--- src/rtl/pavana_resp_reorder_if.sv ---
// Bus bundle for the response reorder buffer: issue side, slave response side and
// the ordered valid/ready output with status.
interface pavana_resp_reorder_if #(
   parameter int unsigned TAG_WIDTH  = 2,
   parameter int unsigned DATA_WIDTH = 32,
   parameter int unsigned DEPTH_LOG  = 2
);
   logic                  issue_i;
   logic [TAG_WIDTH-1:0]  issue_tag_i;
   logic                  issue_full_o;
   logic                  resp_i;
   logic [TAG_WIDTH-1:0]  resp_tag_i;
   logic [DATA_WIDTH-1:0] resp_data_i;
   logic                  out_valid_o;
   logic                  out_ready_i;
   logic [TAG_WIDTH-1:0]  out_tag_o;
   logic [DATA_WIDTH-1:0] out_data_o;
   logic [DEPTH_LOG:0]    pending_o;
   logic                  err_o;

   modport slave (
      input  issue_i, issue_tag_i, resp_i, resp_tag_i, resp_data_i, out_ready_i,
      output issue_full_o, out_valid_o, out_tag_o, out_data_o, pending_o, err_o
   );

   modport master (
      output issue_i, issue_tag_i, resp_i, resp_tag_i, resp_data_i, out_ready_i,
      input  issue_full_o, out_valid_o, out_tag_o, out_data_o, pending_o, err_o
   );
endinterface

--- src/rtl/pavana_resp_reorder.sv ---
// Response reorder buffer: records issue order of read tags, buffers out-of-order
// responses and releases them in issue order through a registered valid/ready stage.
module pavana_resp_reorder #(
   parameter int unsigned TAG_WIDTH  = 2,
   parameter int unsigned DATA_WIDTH = 32,
   parameter int unsigned DEPTH_LOG  = 2,
   parameter int unsigned BYPASS_EN  = 1
) (
   input  logic                 clk_i,
   input  logic                 rst_i,
   pavana_resp_reorder_if.slave bus
);
   localparam int unsigned NTAG  = 1 << TAG_WIDTH;
   localparam int unsigned DEPTH = 1 << DEPTH_LOG;
   localparam int unsigned PW    = DEPTH_LOG + 1;

   logic [TAG_WIDTH-1:0]  fifo_q [DEPTH];
   logic [DATA_WIDTH-1:0] mem_q  [NTAG];
   logic [DEPTH_LOG-1:0]  wr_ptr_q, rd_ptr_q;
   logic [PW-1:0]         pending_q;
   logic [NTAG-1:0]       outstanding_q, outstanding_d;
   logic [NTAG-1:0]       stored_q, stored_d;
   logic                  out_valid_q;
   logic [TAG_WIDTH-1:0]  out_tag_q;
   logic [DATA_WIDTH-1:0] out_data_q;
   logic                  err_q;

   logic                  full, empty, slot, bypass_hit, rel, use_bypass;
   logic                  issue_ok, resp_ok, err_set;
   logic [TAG_WIDTH-1:0]  head;

   // Accept/release decisions; full is taken from the pre-pop count
   always_comb begin
      full          = (pending_q == PW'(DEPTH));
      empty         = (pending_q == '0);
      head          = fifo_q[rd_ptr_q];
      resp_ok       = bus.resp_i & outstanding_q[bus.resp_tag_i] & ~stored_q[bus.resp_tag_i];
      bypass_hit    = (BYPASS_EN != 0) & resp_ok & (bus.resp_tag_i == head);
      slot          = ~out_valid_q | bus.out_ready_i;
      rel           = ~empty & slot & (stored_q[head] | bypass_hit);
      use_bypass    = rel & ~stored_q[head];
      // a tag being released this cycle may be reissued in the same cycle
      issue_ok      = bus.issue_i & ~full &
                      (~outstanding_q[bus.issue_tag_i] | (rel & (bus.issue_tag_i == head)));
      err_set       = (bus.issue_i & ~issue_ok) | (bus.resp_i & ~resp_ok);
      outstanding_d = outstanding_q;
      stored_d      = stored_q;
      if (rel) begin
         outstanding_d[head] = 1'b0;
         stored_d[head]      = 1'b0;
      end
      if (resp_ok & ~use_bypass) stored_d[bus.resp_tag_i] = 1'b1;
      if (issue_ok) outstanding_d[bus.issue_tag_i] = 1'b1;
   end

   // Control state and registered output stage
   always_ff @(posedge clk_i or negedge rst_i) begin
      if (!rst_i) begin
         wr_ptr_q      <= '0;
         rd_ptr_q      <= '0;
         pending_q     <= '0;
         outstanding_q <= '0;
         stored_q      <= '0;
         out_valid_q   <= 1'b0;
         out_tag_q     <= '0;
         out_data_q    <= '0;
         err_q         <= 1'b0;
      end else begin
         outstanding_q <= outstanding_d;
         stored_q      <= stored_d;
         pending_q     <= pending_q + PW'(issue_ok) - PW'(rel);
         err_q         <= err_q | err_set;
         if (issue_ok) wr_ptr_q <= wr_ptr_q + DEPTH_LOG'(1);
         if (rel) begin
            rd_ptr_q    <= rd_ptr_q + DEPTH_LOG'(1);
            out_valid_q <= 1'b1;
            out_tag_q   <= head;
            out_data_q  <= use_bypass ? bus.resp_data_i : mem_q[head];
         end else if (slot) begin
            out_valid_q <= 1'b0;
         end
      end
   end

   // Storage arrays carry no reset; validity lives in the bitmaps and pointers
   always_ff @(posedge clk_i) begin
      if (issue_ok) fifo_q[wr_ptr_q] <= bus.issue_tag_i;
      if (resp_ok) mem_q[bus.resp_tag_i] <= bus.resp_data_i;
   end

   assign bus.issue_full_o = full;
   assign bus.out_valid_o  = out_valid_q;
   assign bus.out_tag_o    = out_tag_q;
   assign bus.out_data_o   = out_data_q;
   assign bus.pending_o    = pending_q;
   assign bus.err_o        = err_q;
endmodule

--- src/flat_wrapper.sv ---
// flat-port wrapper written by rule: the top's interface ports become plain ports
module pavana_resp_reorder_flat 
#(
   parameter int unsigned TAG_WIDTH  = 2,
   parameter int unsigned DATA_WIDTH = 32,
   parameter int unsigned DEPTH_LOG  = 2,
   parameter int unsigned BYPASS_EN  = 1
)
  (clk_i, rst_i, bus_issue_i, bus_issue_tag_i, bus_resp_i, bus_resp_tag_i, bus_resp_data_i, bus_out_ready_i, bus_issue_full_o, bus_out_valid_o, bus_out_tag_o, bus_out_data_o, bus_pending_o, bus_err_o);
  pavana_resp_reorder_if #(.TAG_WIDTH(TAG_WIDTH), .DATA_WIDTH(DATA_WIDTH), .DEPTH_LOG(DEPTH_LOG)) bus_i ();
  input  logic clk_i;
  input  logic rst_i;
  input wire logic [$bits(bus_i.issue_i)-1:0] bus_issue_i;
  input wire logic [$bits(bus_i.issue_tag_i)-1:0] bus_issue_tag_i;
  input wire logic [$bits(bus_i.resp_i)-1:0] bus_resp_i;
  input wire logic [$bits(bus_i.resp_tag_i)-1:0] bus_resp_tag_i;
  input wire logic [$bits(bus_i.resp_data_i)-1:0] bus_resp_data_i;
  input wire logic [$bits(bus_i.out_ready_i)-1:0] bus_out_ready_i;
  output wire logic [$bits(bus_i.issue_full_o)-1:0] bus_issue_full_o;
  output wire logic [$bits(bus_i.out_valid_o)-1:0] bus_out_valid_o;
  output wire logic [$bits(bus_i.out_tag_o)-1:0] bus_out_tag_o;
  output wire logic [$bits(bus_i.out_data_o)-1:0] bus_out_data_o;
  output wire logic [$bits(bus_i.pending_o)-1:0] bus_pending_o;
  output wire logic [$bits(bus_i.err_o)-1:0] bus_err_o;
  assign bus_i.issue_i = bus_issue_i;
  assign bus_i.issue_tag_i = bus_issue_tag_i;
  assign bus_i.resp_i = bus_resp_i;
  assign bus_i.resp_tag_i = bus_resp_tag_i;
  assign bus_i.resp_data_i = bus_resp_data_i;
  assign bus_i.out_ready_i = bus_out_ready_i;
  assign bus_issue_full_o = bus_i.issue_full_o;
  assign bus_out_valid_o = bus_i.out_valid_o;
  assign bus_out_tag_o = bus_i.out_tag_o;
  assign bus_out_data_o = bus_i.out_data_o;
  assign bus_pending_o = bus_i.pending_o;
  assign bus_err_o = bus_i.err_o;
  pavana_resp_reorder #(.TAG_WIDTH(TAG_WIDTH), .DATA_WIDTH(DATA_WIDTH), .DEPTH_LOG(DEPTH_LOG), .BYPASS_EN(BYPASS_EN)) u_core (.clk_i(clk_i), .rst_i(rst_i), .bus(bus_i));
endmodule
--- config.mk ---
export PLATFORM = sky130hd
export DESIGN_NAME = pavana_resp_reorder_flat
export DESIGN_NICKNAME = d
export VERILOG_FILES = /design/src/rtl/pavana_resp_reorder_if.sv /design/src/rtl/pavana_resp_reorder.sv /design/src/flat_wrapper.sv
export SDC_FILE = /design/constraint.sdc
export NUM_CORES = 1
export LEC_CHECK = 0
export BUFFER_PORTS_ARGS = -buffer_cell sky130_fd_sc_hd__buf_2
export CAP_MARGIN = 20
export CORE_MARGIN = 10
export CORE_UTILIZATION = 59
export CTS_CLUSTER_SIZE = 12
export DETAILED_ROUTE_END_ITERATION = 10
export PLACE_DENSITY = 0.8
export SLEW_MARGIN = 15
export SYNTH_ARGS = -nofsm -noshare
export SYNTH_HDL_FRONTEND = slang
export SYNTH_SLANG_ARGS = --single-unit
--- constraint.sdc ---
create_clock -name clk_i -period 3.6 [get_ports clk_i]
set_input_delay 0 -clock clk_i [delete_from_list [all_inputs] [get_ports clk_i]]
set_output_delay 0 -clock clk_i [all_outputs]
set_load 0.01 [all_outputs]
# ---- Yosys cells after proc, flatten, opt, wreduce, memory -nomap -nowiden
# Memories as Yosys holds them, arrays and structs flattened. A register that Yosys moved wholly into a read port is not among the register bits.
# Index checks and enable logic that the tools add are counted.
dict set report word_totals {
  reg_bits 19
  mem_bits_rw 136
  input_bits 41
  out_inout_bits 40
  elab_cells 84
  memories 2
}
# name words word_bits read_ports rd_clocked_by_memory_dff write_ports line
set memory_table {}
lappend memory_table {u_core.mem_q 4 32 1 1 1 pavana_resp_reorder.sv:18} ;# logic [DATA_WIDTH-1:0] mem_q [NTAG];
lappend memory_table {u_core.fifo_q 4 2 1 0 1 pavana_resp_reorder.sv:17} ;# logic [TAG_WIDTH-1:0] fifo_q [DEPTH];
dict set report classes {
  addsub 4
  order_cmp 6
  eq_ne 3
  muxes 24
  bitwise_logic 31
  reduce_logical 6
}
# cell count
set ops {}
lappend ops {{2-to-1 mux 4 bit} 4}
lappend ops {{2-to-1 mux 1 bit} 13}
lappend ops {{bitwise AND 1 bit} 12}
lappend ops {{less-than comparator 2 x 3 -> 1 bit, second input constant} 3}
lappend ops {{inverter 1 bit} 9}
lappend ops {{bitwise AND 4 bit} 2}
lappend ops {{binary-select mux 1 bit (select 2 bit)} 4}
lappend ops {{OR 4 bit} 2}
lappend ops {{demux 1 bit (select 2 bit)} 3}
lappend ops {{greater-or-equal comparator 2 x 1 -> 1 bit, second input constant} 3}
lappend ops {{OR 1 bit} 5}
lappend ops {{adder 2 x 1 -> 2 bit, second input constant} 2}
lappend ops {{== test 2 bit} 2}
lappend ops {{inverter 4 bit} 1}
lappend ops {{adder 3 x 1 -> 3 bit} 1}
lappend ops {{== test 3 bit, second input constant} 1}
lappend ops {{logical AND 1 bit} 3}
lappend ops {{logical NOT 3 bit} 1}
lappend ops {{subtractor 3 x 1 -> 3 bit} 1}
lappend ops {{nonzero test 2 bit} 1}
lappend ops {{logical NOT 1 bit} 1}

# ---- Logic depth before layout (Yosys ltp)
# Gate-level depths: netlist (run 1).
dict set report logic_depth {
  ltp_word 14
  depth_mapped 13
  depth_no_buf 10
}

# ---- Worst setup path before layout (run 1)
# OpenSTA, ideal clock, no wires.
dict set report synth_path {
  path_kind {register -> register}
  start {register u_core.rd_ptr_q[0]}
  end {register u_core.pending_q[2] (netlist: u_core.bus.pending_o[2])}
  setup_ps 126
  arrival_ps 2924
  t_required_ps 3474
  path_slack_ps 550
  path_stages_with_launch 12
  n_path_buf 1
  period_less_slack_ps 3050
  path_cell_list {dfrtp_1 > mux4_2 > mux2i_1 > mux2_4 > a21oi_4 > buf_6 > ha_1 > inv_1 > ha_1 > fa_1 > xor2_1 > xnor2_1}
}
dict set report synth_via {
  elab_chain_len 10
  elab_cells_between_ends 13
  cone_classes {add/sub: 2; eq/ne: 2; mux: 2; bitwise: 6; memory: 1}
}
# element line
set synth_rtl {}
lappend synth_rtl {{start, declared} pavana_resp_reorder.sv:19} ;# logic [DEPTH_LOG-1:0] wr_ptr_q, rd_ptr_q;
lappend synth_rtl {{start signal, assigned} pavana_resp_reorder.sv:75} ;# rd_ptr_q <= rd_ptr_q + DEPTH_LOG'(1);
lappend synth_rtl {{memory read (4 x 2 bit) *} n/a}
lappend synth_rtl {{binary-select mux 1 bit (select 2 bit) / == test 2 bit (equally long branches)} {pavana_resp_reorder.sv:40, pavana_resp_reorder.sv:38}}
lappend synth_rtl {{2-to-1 mux 1 bit (implied by the code) / bitwise AND 1 bit (equally long branches)} {pavana_resp_reorder.sv:40, pavana_resp_reorder.sv:38}}
lappend synth_rtl {{OR 1 bit *} pavana_resp_reorder.sv:40} ;# rel = ~empty & slot & (stored_q[head] | bypass_hit);
lappend synth_rtl {{bitwise AND 1 bit *} pavana_resp_reorder.sv:40}
lappend synth_rtl {{named net u_core.rel} pavana_resp_reorder.sv:28} ;# logic full, empty, slot, bypass_hit, rel, use_bypass;
lappend synth_rtl {{bitwise AND 1 bit} pavana_resp_reorder.sv:44} ;# (~outstanding_q[bus.issue_tag_i] | (rel & (bus.issue_tag_i == head)));
lappend synth_rtl {{OR 1 bit} pavana_resp_reorder.sv:44}
lappend synth_rtl {{bitwise AND 1 bit} pavana_resp_reorder.sv:43} ;# issue_ok = bus.issue_i & ~full &
lappend synth_rtl {{adder 3 x 1 -> 3 bit} pavana_resp_reorder.sv:71} ;# pending_q <= pending_q + PW'(issue_ok) - PW'(rel);
lappend synth_rtl {{subtractor 3 x 1 -> 3 bit *} pavana_resp_reorder.sv:71}
lappend synth_rtl {{end signal, assigned} pavana_resp_reorder.sv:71}
lappend synth_rtl {{end, declared} pavana_resp_reorder.sv:20} ;# logic [PW-1:0] pending_q;
# The timed path passes the listed nets; every way through them passes the cells marked *. The select of a mux whose other input is x is not followed.
# A chain may end at the register's enable or synchronous reset.

# ---- Final worst setup path (run 1)
dict set report layout_path {
  start {register u_core.rd_ptr_q[0]}
  end {register u_core.pending_q[2] (netlist: u_core.bus.pending_o[2])}
}
dict set report layout_via {
  elab_chain_len 10
  elab_cells_between_ends 13
  cone_classes {add/sub: 2; eq/ne: 2; mux: 2; bitwise: 6; memory: 1}
}
# element line
set layout_rtl {}
lappend layout_rtl {{memory read (4 x 2 bit) *} n/a}
lappend layout_rtl {{binary-select mux 1 bit (select 2 bit) / == test 2 bit (equally long branches)} {pavana_resp_reorder.sv:40, pavana_resp_reorder.sv:38}}
lappend layout_rtl {{2-to-1 mux 1 bit (implied by the code) / bitwise AND 1 bit (equally long branches)} {pavana_resp_reorder.sv:40, pavana_resp_reorder.sv:38}}
lappend layout_rtl {{OR 1 bit} pavana_resp_reorder.sv:40}
lappend layout_rtl {{bitwise AND 1 bit} pavana_resp_reorder.sv:40}
lappend layout_rtl {{bitwise AND 1 bit *} pavana_resp_reorder.sv:44}
lappend layout_rtl {{OR 1 bit *} pavana_resp_reorder.sv:44}
lappend layout_rtl {{bitwise AND 1 bit *} pavana_resp_reorder.sv:43}
lappend layout_rtl {{named net u_core.issue_ok} pavana_resp_reorder.sv:29} ;# logic issue_ok, resp_ok, err_set;
lappend layout_rtl {{adder 3 x 1 -> 3 bit *} pavana_resp_reorder.sv:71}
lappend layout_rtl {{subtractor 3 x 1 -> 3 bit *} pavana_resp_reorder.sv:71}
# Marks and branches as above.

==> results of run 1 <==
-- cells in the final DEF, fill, tap and decap left out, types with 3 or more instances in the layout --
cell           synthesis  routed
edfxtp_1             136     136
buf_2                  9      80
dfrtp_1               51      51
dlygate4sd3_1          0      40
mux2_2                35      35
mux4_2                32      32
mux2_4                27      27
inv_1                 20      20
clkbuf_16              0      17
buf_4                  0      13
nand2_1               11      11
nor2_1                 6       6
mux2_1                 6       6
ha_1                   6       6
mux2i_1                5       5
nor2b_1                5       5
nand3_1                5       5
o22ai_1                4       4
xor2_1                 4       4
o211ai_1               4       4
a21boi_0               4       4
mux4_1                 4       4
a211oi_1               3       3
o221ai_1               3       3
clkinv_1               0       3
-- Yosys cell counts, types with 4 or more instances --
cell	n
edfxtp_1	136
dfrtp_1	51
mux2_2	35
mux4_2	32
mux2_4	27
inv_1	20
nand2_1	11
buf_2	9
buf_6	7
ha_1	6
mux2_1	6
nor2_1	6
mux2i_1	5
nand3_1	5
nor2b_1	5
a21boi_0	4
mux4_1	4
o211ai_1	4
o22ai_1	4
xor2_1	4
-- report_power, final --
| group | internal [mW] | switching (mW) | total (mW) |
|---|---|---|---|
| Sequential | 2.75 | 0.228 | 2.97 |
| Combinational | 1.78 | 1.57 | 3.35 |
| Clock | 1.06 | 0.761 | 1.82 |
-- flip-flops by register name, indices dropped and copies added, names as in the netlist --
register / flops
u_core.wr_ptr_q: 2
u_core.bus.err_o: 1
u_core.rd_ptr_q: 2
u_core.bus.out_valid_o: 1
u_core.stored_q: 4
u_core.bus.pending_o: 3
u_core.outstanding_q: 4
u_core.bus.out_tag_o: 2
u_core.fifo_q: 8
u_core.mem_q: 128
u_core.bus.out_data_o: 32
-- worst max-delay path: stages (launching register included) --
cell and delay (ns):
dfrtp_1 0.41, mux4_2 0.73, buf_4 0.32, xor2_1 0.23, nor3_1 0.11, o21ai_1 0.18
nand2_1 0.10, ha_1 0.22, fa_1 0.37, xor2_1 0.16, xnor2_1 0.13
-- worst min path at each step --
| stage | slack [ns] | start | to |
|---|---|---|---|
| floorplan | -0.30 | rst_i | u_core.bus.err_o |
| global placement | 0.17 | rst_i | u_core.bus.pending_o[0] |
| detailed placement | 0.18 | rst_i | u_core.bus.pending_o[2] |
| CTS | 0.0008 | bus_resp_i | u_core.stored_q[0] |
| global route | 0.04 | bus_resp_i | u_core.stored_q[0] |
| finish | 0.02 | bus_resp_i | u_core.stored_q[0] |
-- final cells by class --
class,count,share of cell area
clock buffers,21,0.0482
clock inverters,11,0.0123
inverters,20,0.00787
multi-input cells,196,0.253
flip-flops and latches,187,0.562
well taps,176,0.0231
repair buffers,133,0.0941
-- stage by stage --
stage	hold WS (ns)	instance area, µm²	utilization	setup WS (ns)
4_1_cts	0.000833	9540	0.721	0.504
3_3_place_gp	0.165	8560	0.647	0.608
6_report	0.0194	9540	0.721	0.510
5_1_grt	0.0414	9540	0.721	0.294
2_1_floorplan	-0.296	7980	-	0.550
3_5_place_dp	0.179	8560	0.647	0.539
-- per-layer routing --
layer | vias up | GRT usage | wire (µm)
met5 | - | 0 | 0
met4 | 0 | 0.0817 | 415
met3 | 34 | 0.0483 | 1150
met2 | 173 | 0.295 | 7960
met1 | 2216 | 0.230 | 6530
li1 | 1929 | - | -
-- timing repair --
item	in CTS	in global routing
hold buffers	40	0
setup buffers	0	0
endpoints found under the hold margin	212	0
-- kinds of logic after synthesis --
family | Yosys count | share of synthesized area
compound gates | 32 | 0.0318
simple gates | 40 | 0.0279
flops | 187 | 0.672
buf+inv | 38 | 0.0259
xor+xnor | 8 | 0.0121
fa+ha+maj | 7 | 0.0119
mux | 109 | 0.218
==> metrics.yaml, run 1 <==
logic_synthesis:
  ys_types: 47
  syn_avg_cell_area_um2: 18.9
  synth_nets: 469
  synth_cells: 421
  synth_top_area_frac: 0.512
  synth_ff_type: "edfxtp_1"
  synth-edff-count: 136
  async_flop_share: 0.273
  synth_seq_area_share: 0.672
  netlist_area_mm2: 0.00798
  synth_seq_cells: 187
  synthTopCellsByArea: "edfxtp_1, dfrtp_1, mux4_2"
  yosys_warnings: 0
  yosys.area.top_type: "edfxtp_1"
placement:
  dp_cells: 672
  gp_congestion: 0.902
  dpl.hpwl_um: 9640
  portBuffers: 80
clock_network:
  clk_pin_slew_worst_paths_ns: 0.06
  htree_levels: 4
  cts_buffer_depth: 2
  clock_latency_ns: 0.43
  cts_buffers: 17
  cts_sinks: 187
  cts_tree: "built"
  cts_resized: 0
  root_buffer: "clkbuf_16"
critical_path:
  timing.rr.end: "u_core.bus.pending_o[2]"
  required_ns: 3.91
  end_kind: "flop"
  rrSetupSlack_ns: 0.51
  arrival_ns: 3.40
  rr_worst_depth: 10
  startpoint: "u_core.rd_ptr_q[0]"
  path_class: "flop to flop"
  start_kind: "flop"
  crit_end: "u_core.bus.pending_o[2]"
  path_max_fanout: 20
  r2r_start: "u_core.rd_ptr_q[0]"
drt:
  first_pass_iters: 4
  via_per_inst: 5.85
  wire_per_inst_um: 21.6
  routed_wl_um: 16000
  drc_errors: 0
  ant_nets: 0
  first_iter_violations: 403
  vias: 4352
sta:
  period_needed_ns: 3.09
  setup-violations-final: 0
  setup_tns_ns: 0
  tightest_slew_ns: 0.805
  drv_slew: 0
  relSlewSlack: 0.462
  period_share: 0.858
  hold_viol: 0
  rsz0062_at_grt: "false"
  fin_skew_ns: 0.00819
  fmax_ghz: 0.324
floorplanning:
  die_h_um: 136
  core_area_mm2: 0.0132
  io_pins: 81
  initial_core_util: 0.602
  die_x_um: 136
  rows: 42
  dieArea_mm2: 0.0186
layout:
  regArea_mm2: 0.00536
  fillers: 821
  multi_input_area_mm2: 0.00241
  finalNonFillerCells: 744
  drive_gt1_frac: 0.389
  antenna_cells: 0
  fin_nets: 603
  area_growth_syn_to_layout_pct: 19.6
pwr:
  ir_drop_v: 0.000509
  power_mw: 8.14
  p_leak_nw: 3.63
  power-per-cell-area_mw_per_mm2: 853
global_routing:
  grt_pass1_wl_um: 26000
  overflow: 0
  grt_pass1_vias: 4721
  gr-usage-all-layers: 0.183
  grt_max_degree: 52
  antenna_found_initial: 0
flow_run:
  cap_violations: 0
hold_path:
  hold_path_class: "primary input to flop"
  whs_path_depth: 4
status:
  outcome: "finished, final reports clean"
Note: power is estimated with default switching activity, not from simulation.
==> inputs of run 2 (changes only) <==
--- a/config.mk
+++ b/config.mk
@@ -5,10 +5,11 @@
 export SDC_FILE = /design/constraint.sdc
 export NUM_CORES = 1
 export LEC_CHECK = 0
-export BUFFER_PORTS_ARGS = -buffer_cell sky130_fd_sc_hd__buf_2
+export BUFFER_PORTS_ARGS = -buffer_cell sky130_fd_sc_hd__buf_4
 export CAP_MARGIN = 20
 export CORE_MARGIN = 10
 export CORE_UTILIZATION = 59
+export CTS_CLUSTER_DIAMETER = 150
 export CTS_CLUSTER_SIZE = 12
 export DETAILED_ROUTE_END_ITERATION = 10
 export PLACE_DENSITY = 0.8
==> run 2 against run 1 <==
Compared with the run above: clock skew rose by 0.0034 ns; wire length rose by 0.52%; clock power fell by 6%; critical endpoint unchanged; maximum frequency rose by 4.6%; flip-flop and latch count did not move; first-iteration DRC count fell by 27%; count of clock-buffer cells in the layout fell by 2; die area did not move; cell count did not move; via count rose by 0.55%; sequential power barely moved; non-clock buffer count did not move.
==> metrics.yaml, run 2 (synthesis gave the netlist of run 1 again) <==
floorplanning:
  core_area_mm2: 0.0132
  die_x_um: 136
  rows: 42
  initial_core_util: 0.602
  die_h_um: 136
  io_pins: 81
  dieArea_mm2: 0.0186
global_routing:
  overflow: 0
  antenna_found_initial: 0
  grtUsageMet2: 0.296
  gr-usage-met1: 0.232
  grt_pass1_vias: 4807
  gr-usage-all-layers: 0.183
  busiest_layer: "met2"
  grt_max_degree: 52
  use_met3: 0.0469
  grt_pass1_wl_um: 26100
clock_network:
  clock_latency_ns: 0.43
  cts_resized: 0
  root_buffer: "clkbuf_16"
  cts_tree: "built"
  hold_buffers: 41
  cts_buffers: 17
  htree_levels: 4
  cts_setup_buffers: 0
  cts_buffer_depth: 2
  clk_pin_slew_worst_paths_ns: 0.06
  cts_sinks: 187
sta:
  fmax_ghz: 0.339
  setup_tns_ns: 0
  relSlewSlack: 0.506
  drv_slew: 0
  fin_skew_ns: 0.0116
  period_share: 0.821
  period_needed_ns: 2.95
  setup-violations-final: 0
  tightest_slew_ns: 0.741
  hold_viol: 0
  rsz0062_at_grt: "false"
critical_path:
  rr_worst_depth: 10
  arrival_ns: 3.27
  path_class: "flop to flop"
  required_ns: 3.91
  r2r_start: "u_core.rd_ptr_q[0]"
  path_max_fanout: 24
  end_kind: "flop"
  rrSetupSlack_ns: 0.65
  timing.rr.end: "u_core.bus.pending_o[2]"
  start_kind: "flop"
pwr:
  comb_power_share: 0.425
  p_int_mw: 5.59
  pwr-share-clk: 0.210
  power-per-cell-area_mw_per_mm2: 841
  p_leak_nw: 3.68
  ir_drop_v: 0.000531
  seqPwrFrac: 0.365
  power.switching_mw: 2.56
  sw_frac_of_total: 0.314
layout:
  regArea_mm2: 0.00536
  multi_input_area_mm2: 0.00241
  layout_commonest_cell: "edfxtp_1"
  final_util: 0.733
  fin_nets: 603
  antenna_cells: 0
  area_growth_syn_to_layout_pct: 21.6
  fillers: 800
  largest_reg_flops: 128
  top_register: "u_core.mem_q"
  layout_common_cells: "edfxtp_1, buf_4, dfrtp_1, dlygate4sd3_1, mux2_2"
  drive_gt1_frac: 0.384
drt:
  routed_wl_um: 16100
  first_pass_iters: 4
  drc_errors: 0
  via_per_inst: 5.88
  first_iter_violations: 295
  vias: 4376
  wire_per_inst_um: 21.7
  ant_nets: 0
status:
  outcome: "finished, final reports clean"
hold_path:
  hold_path_class: "primary input to asynchronous set/reset pin"
placement:
  dpl.hpwl_um: 9910
  portBuffers: 80
  gp_congestion: 0.901
flow_run:
  cap_violations: 0
run 2: worst max path at each step:
stage                             from                      end  slack (ns)  cells after the start
finish              u_core.rd_ptr_q[0]  u_core.bus.pending_o[2]        0.65                     10
global route        u_core.rd_ptr_q[0]  u_core.bus.pending_o[2]        0.41                     10
CTS                 u_core.rd_ptr_q[0]  u_core.bus.pending_o[2]        0.63                     10
detailed placement  u_core.rd_ptr_q[0]  u_core.bus.pending_o[2]        0.66                     10
global placement    u_core.rd_ptr_q[0]  u_core.bus.pending_o[2]        0.74                     10
floorplan           u_core.rd_ptr_q[0]  u_core.bus.pending_o[2]        0.55                     11
run 2: per-layer routing:
metal / wire (µm) / vias up / share of wire
met1: 6730 / 2276 / 0.42
met2: 8280 / 135 / 0.51
met3: 861 / 28 / 0.053
met4: 255 / 0 / 0.016
li1: - / 1937 / -
met5: 0 / - / 0
run 2: power by group through the flow:
stage,clock [mW],sequential (mW),combinational (mW)
2_1_floorplan,0,3.07,2.50
3_3_place_gp,0,2.99,3.37
3_5_place_dp,0,3.02,3.45
4_1_cts,1.74,2.98,3.51
5_1_grt,1.82,3.02,3.76
6_report,1.71,2.98,3.47
run 2: worst max-delay path: stages, from the launching register on:
cell     delay, ns
dfrtp_1       0.42
mux4_2        0.63
buf_4         0.29
xor2_1        0.24
nor3_1        0.10
o21ai_1       0.18
nand2_1       0.10
ha_1          0.22
fa_1          0.37
xor2_1        0.16
xnor2_1       0.13
run 2: final cells by class:
class	count	area share
Tap cell	176	0.0227
Clock buffer	19	0.0446
Clock inverter	13	0.0104
Inverter	20	0.00774
Multi-Input combinational cell	196	0.249
Timing Repair Buffer	133	0.113
Sequential cell	187	0.552
run 2: metrics by stage:
step / worst slack [ns] / power, mW / hold WS (ns) / std cells / instance area [µm²]
3_5_place_dp: 0.663 / 6.46 / 0.123 / 671 / 8760
6_report: 0.646 / 8.16 / 0.188 / 744 / 9700
4_1_cts: 0.627 / 8.23 / 0.197 / 744 / 9700
5_1_grt: 0.406 / 8.60 / 0.259 / 744 / 9700
3_3_place_gp: 0.738 / 6.37 / 0.0893 / 671 / 8760
2_1_floorplan: 0.550 / 5.56 / -0.296 / 421 / 7980
